## src/rtl/fir_input_stage.sv

```systemverilog
// fir_input_stage: synchronizes pad-side strobed words into FIR samples or coefficient writes.
//   in : clk, reset (sync, active-high), pin_data/pin_valid/pin_set_coeffs (async pads), fir_ready
//   out: x_n + s_axis_fir_tvalid (sample handshake), coeff_wr_en/coeff_addr/coeff_data (tap writes),
//        load_done (full load finished, still in load mode), overrun (sticky dropped sample)
module fir_input_stage #(
  parameter int DATA_W   = 8,
  parameter int NUM_TAPS = 4
) (
  input  logic              clk,
  input  logic              reset,
  input  logic [DATA_W-1:0] pin_data,
  input  logic              pin_valid,
  input  logic              pin_set_coeffs,
  input  logic              fir_ready,
  output logic [DATA_W-1:0] x_n,
  output logic              s_axis_fir_tvalid,
  output logic              coeff_wr_en,
  output logic [3:0]        coeff_addr,
  output logic [DATA_W-1:0] coeff_data,
  output logic              load_done,
  output logic              overrun
);
  typedef enum logic [1:0] {RUN, LOAD, DONE} state_t;
  state_t            state_q, state_d;
  logic [2:0]        vld_sync_q, vld_sync_d;
  logic [1:0]        set_sync_q, set_sync_d;
  logic [DATA_W-1:0] dat_s1_q, dat_s1_d, dat_s2_q, dat_s2_d;
  logic [3:0]        cnt_q, cnt_d, addr_q, addr_d;
  logic [DATA_W-1:0] x_q, x_d, cdata_q, cdata_d;
  logic              tvalid_q, tvalid_d, wr_q, wr_d, done_q, done_d, ovr_q, ovr_d;
  logic              strobe, set_mode;
  always_comb begin
    vld_sync_d = {vld_sync_q[1:0], pin_valid};
    set_sync_d = {set_sync_q[0], pin_set_coeffs};
    dat_s1_d   = pin_data;
    dat_s2_d   = dat_s1_q;
    strobe     = vld_sync_q[1] & ~vld_sync_q[2];
    set_mode   = set_sync_q[1];
    state_d    = state_q;
    cnt_d      = cnt_q;
    x_d        = x_q;
    // a pending sample survives mode changes; it only clears on transfer
    tvalid_d   = tvalid_q & ~fir_ready;
    wr_d       = 1'b0;
    addr_d     = addr_q;
    cdata_d    = cdata_q;
    ovr_d      = ovr_q;
    case (state_q)
      RUN: begin
        if (set_mode) begin
          state_d = LOAD;
          cnt_d   = '0;
        end
        // a transfer in the same cycle frees the slot, so the new word loads without a bubble
        if (strobe) begin
          if (!tvalid_q || fir_ready) begin
            x_d      = dat_s2_q;
            tvalid_d = 1'b1;
          end else begin
            ovr_d = 1'b1;
          end
        end
      end
      LOAD: begin
        if (!set_mode) begin
          state_d = RUN;
          cnt_d   = '0;
        end else if (strobe) begin
          wr_d    = 1'b1;
          addr_d  = cnt_q;
          cdata_d = dat_s2_q;
          cnt_d   = cnt_q + 4'd1;
          state_d = (cnt_q == 4'(NUM_TAPS - 1)) ? DONE : LOAD;
        end
      end
      DONE: begin
        if (!set_mode) begin
          state_d = RUN;
          cnt_d   = '0;
        end
      end
      default: state_d = RUN;
    endcase
    done_d = (state_d == DONE);
  end
  always_ff @(posedge clk) begin
    if (reset) begin
      state_q    <= RUN;
      vld_sync_q <= '0;
      set_sync_q <= '0;
      dat_s1_q   <= '0;
      dat_s2_q   <= '0;
      cnt_q      <= '0;
      x_q        <= '0;
      tvalid_q   <= 1'b0;
      wr_q       <= 1'b0;
      addr_q     <= '0;
      cdata_q    <= '0;
      done_q     <= 1'b0;
      ovr_q      <= 1'b0;
    end else begin
      state_q    <= state_d;
      vld_sync_q <= vld_sync_d;
      set_sync_q <= set_sync_d;
      dat_s1_q   <= dat_s1_d;
      dat_s2_q   <= dat_s2_d;
      cnt_q      <= cnt_d;
      x_q        <= x_d;
      tvalid_q   <= tvalid_d;
      wr_q       <= wr_d;
      addr_q     <= addr_d;
      cdata_q    <= cdata_d;
      done_q     <= done_d;
      ovr_q      <= ovr_d;
    end
  end
  assign x_n               = x_q;
  assign s_axis_fir_tvalid = tvalid_q;
  assign coeff_wr_en       = wr_q;
  assign coeff_addr        = addr_q;
  assign coeff_data        = cdata_q;
  assign load_done         = done_q;
  assign overrun           = ovr_q;
endmodule
```

## config.mk

```make
export PLATFORM = sky130hd
export DESIGN_NAME = fir_input_stage
export DESIGN_NICKNAME = d
export VERILOG_FILES = /design/src/rtl/fir_input_stage.sv
export SDC_FILE = /design/constraint.sdc
export NUM_CORES = 1
export LEC_CHECK = 0
export CAP_MARGIN = 20
export CELL_PAD_IN_SITES_DETAIL_PLACEMENT = 2
export CELL_PAD_IN_SITES_GLOBAL_PLACEMENT = 2
export CORE_UTILIZATION = 32
export CTS_BUF_LIST = sky130_fd_sc_hd__clkbuf_2 sky130_fd_sc_hd__clkbuf_4 sky130_fd_sc_hd__clkbuf_8
export DETAILED_ROUTE_END_ITERATION = 12
export HOLD_SLACK_MARGIN = 0.15
export PLACE_DENSITY_LB_ADDON = 0.1
export SYNTH_ARGS = -nofsm -noshare
export SYNTH_HDL_FRONTEND = slang
export SYNTH_SLANG_ARGS = --single-unit
```

## constraint.sdc

```tcl
create_clock -name clk -period 1.8 [get_ports clk]
set_input_delay 0.36 -clock clk [delete_from_list [all_inputs] [get_ports clk]]
set_output_delay 0.36 -clock clk [all_outputs]
set_load 0.01 [all_outputs]
```

==> results of run 1 <==
==> per-layer routing <==
metal / global-route usage [%] / wire [µm] / up-vias
met3: 4.15 / 158 / 4
met5: 0 / 0 / -
li1: - / - / 642
met2: 25.8 / 1990 / 27
met1: 17.3 / 1580 / 608
met4: 5.03 / 38 / 0
==> power by group through the flow <==
stage / clock network (µW) / logic [µW] / registers [µW]
finish: 690 / 93.9 / 1160
detailed placement: 0 / 97.1 / 1190
global route: 761 / 106 / 1170
CTS: 717 / 97.3 / 1170
floorplan: 0 / 50.5 / 1190
global placement: 0 / 91.6 / 1190
==> state kept, by name, indices dropped and copies added (netlist names) <==
name,cells
coeff_wr_en,1
cnt_q,4
dat_s1_q,8
x_n,8
state_q,2
set_sync_q,2
load_done,1
vld_sync_q,3
s_axis_fir_tvalid,1
dat_s2_q,8
coeff_data,8
overrun,1
coeff_addr,4
==> cells by family (layout without fill, tap and decap cells) <==
kind of cell	after synthesis	in the layout	share of synthesized area [%]
AOI/OAI and AO/OA	22	22	7.10
buffers and inverters	11	52	2.64
adders and majority gates	1	1	0.732
and+or+nand+nor	77	77	23.4
DFF	51	51	59.7
muxes	10	10	5.93
xor gates and xnor gates	1	1	0.513
==> final cells by class <==
class,instances,area share (%)
Clock buffer,7,4.00
Clock inverter,1,0.388
Inverter,3,0.499
Multi-Input combinational cell,111,28.5
Sequential cell,51,45.3
Tap cell,70,3.88
Timing Repair Buffer,41,17.4
==> layout by cell type (no fill, tap or decap), drive strengths merged, types with 3 or more instances in the layout <==
| cell type | netlist | routed |
|---|---|---|
| nor2 | 14 | 14 |
| a21oi | 16 | 16 |
| mux2i | 9 | 9 |
| o21ai | 3 | 3 |
| nor3b | 3 | 3 |
| clkdlybuf4s50 | 0 | 35 |
| nand2 | 26 | 26 |
| clkbuf | 5 | 7 |
| inv | 3 | 3 |
| or3 | 3 | 3 |
| dfxtp | 51 | 51 |
| nand3 | 3 | 3 |
| buf | 3 | 6 |
| nor2b | 22 | 22 |
==> metrics by stage <==
stage	instance area, µm²	power, µW	util [%]	hold slack, ns	instances
final	2250	1950	43.9	0.447	284
after floorplan	1710	1240	-	0.414	173
after CTS	2250	1980	43.9	0.456	284
after global placement	2160	1280	41.9	0.421	276
after detailed placement	2160	1290	41.9	0.434	276
after global routing	2250	2040	43.9	0.467	284
==> final timing paths <==
path,from,depth (start not counted),to
worst max-delay path,s_axis_fir_tvalid,1,s_axis_fir_tvalid
worst min register to register,vld_sync_q[0],1,vld_sync_q[1]
worst min-delay path,vld_sync_q[0],1,vld_sync_q[1]
worst max register to register,state_q[0],5,x_n[3]
==> flow_summary_export.csv, run 1 <==
group,metric,value,unit
status,status,"finished, final reports clean",
route,antenna_left,0,
synth,synth_nets,187,
synth,yosys.cell_types.count,27,
setup_path,arrival,1.24,ns
synth,synth_common_cells,"51 x dfxtp_1, 26 x nand2_1, 22 x nor2b_1, 16 x a21oi_1, 14 x nor2_1",
sta,slew_headroom,61.3,%
power,irDropWorstVdd,0.454,mV
clocking,cts.htree.levels,2,
power,pwr-share-clk,35.4,%
power,seqPwrFrac,59.8,%
floorplan,start_util,33.3,%
job,cap_viol_max_count,0,
synth,netlist_instances,173,
power,combPwrFrac,4.8,%
synth,syn_avg_cell_area,9.88,µm²
route,num_vias,1281,
clocking,cts_setup_buffers,0,
setup_path,crit_required,1.44,ns
setup_path,cp_max_fo,4,
global_routing,grtUsageTotal,14.7,%
route,drt_iter0_drc,24,
placement,pre_cts_ws,-0.0182,ns
setup_path,setup.worst_path.class,"flip-flop to output pin",
sta,fin_skew,0.00938,ns
setup_path,crit_chain,"clkdlybuf4s50_1",
clocking,cts_max_path_buffers,2,
power,p_int,1540,µW
clocking,cts-resized-gates,0,
sta,max_freq,625,MHz
layout,drive_gt1_share,8.41,%
synth,synth_seq_cells,51,
sta,rsz0062_at_grt,"no",
route,drt-vias-per-instance,4.51,
hold_path,hp-class,"flip-flop to flip-flop",
setup_path,critPathMaxStageDelay,0.56,ns
placement,dp_hpwl,2860,µm
floorplan,die_area,5640,µm²
global_routing,grt_overflow,0,
synth,yosys_warnings,0,
sta,period_share,88.9,%
sta,layout_setup_ws,0.201,ns
layout,multiInputGateArea,643,µm²
layout,area_growth,31.9,%
power,p_per_area,864,nW/µm²
synth,synth_edf_count,0,
layout,regArea,1020,µm²
global_routing,grt_pass1_vias,1295,
global_routing,grt_pass1_wl,6070,µm
layout,fill_cells,580,
sta,setup_viol,0,
layout,diodes,0,
power,p_leak,0.000862,µW
setup_path,ff2ff_setup_slack,0.31,ns
setup_path,slowest_stage,"clkdlybuf4s50_1",
synth,synthTopCellsByArea,"dfxtp_1 60%, nor2b_1 8.1%, nand2_1 5.7%",
clocking,clockRootBuffer,"clkbuf_8",
route,drt-wirelength-per-cell,13.3,µm
sta,layout_min_cycle_time,1.60,ns
placement,gp_congestion,0.690,
sta,worst_pin_slew,0.581,ns
route,wl,3770,µm
clocking,cts_sinks,51,
power,switchingPower,413,µW
floorplan,die_x,75.1,µm
global_routing,antenna_found_initial,0,
floorplan,boundaryPins,37,
synth,synth_top_area_share,59.7,%
placement,port_buffers,36,
setup_path,crit_buf_inv,1,
setup_path,path_delay_family,"buffers and inverters",
floorplan,rows,26,
power,sw_frac_of_total,21.2,%
synth,syn_area,1710,µm²
synth,yosysMostFrequentCell,"dfxtp_1",
setup_path,startpoint_type,"flip-flop",
clocking,clk_pin_slew,0.09,ns
global_routing,grt_max_degree,32,
sta,hold_viol_final,0,
sta,final_max_slew_viol_count,0,
floorplan,die_height,75.1,µm
synth,synth_ff_type,"dfxtp_1",
setup_path,endpoint_kind,"output pin",
sta,fin_setup_tns,0,ns
layout,nets,227,
clocking,clock_latency,0.30,ns
clocking,cts_tree,"yes",
floorplan,fp.coreArea,5140,µm²
synth,synth-async-reset-ratio,0,%
synth,ys_seq_area_share,59.7,%
clocking,hold_buffers,0,
route,drc,0,
synth,synth_top_area_cell,"dfxtp_1",
route,drtPass1Iterations,3,
clocking,numCtsBuffers,5,
Power figures use the tool's default switching activity.
==> inputs of run 2 (changes only) <==
Settings changed: CTS_CLUSTER_SIZE from default to 14.
==> results of run 2 <==
No change in the layout: final DEF, timing and power equal those of run 1.
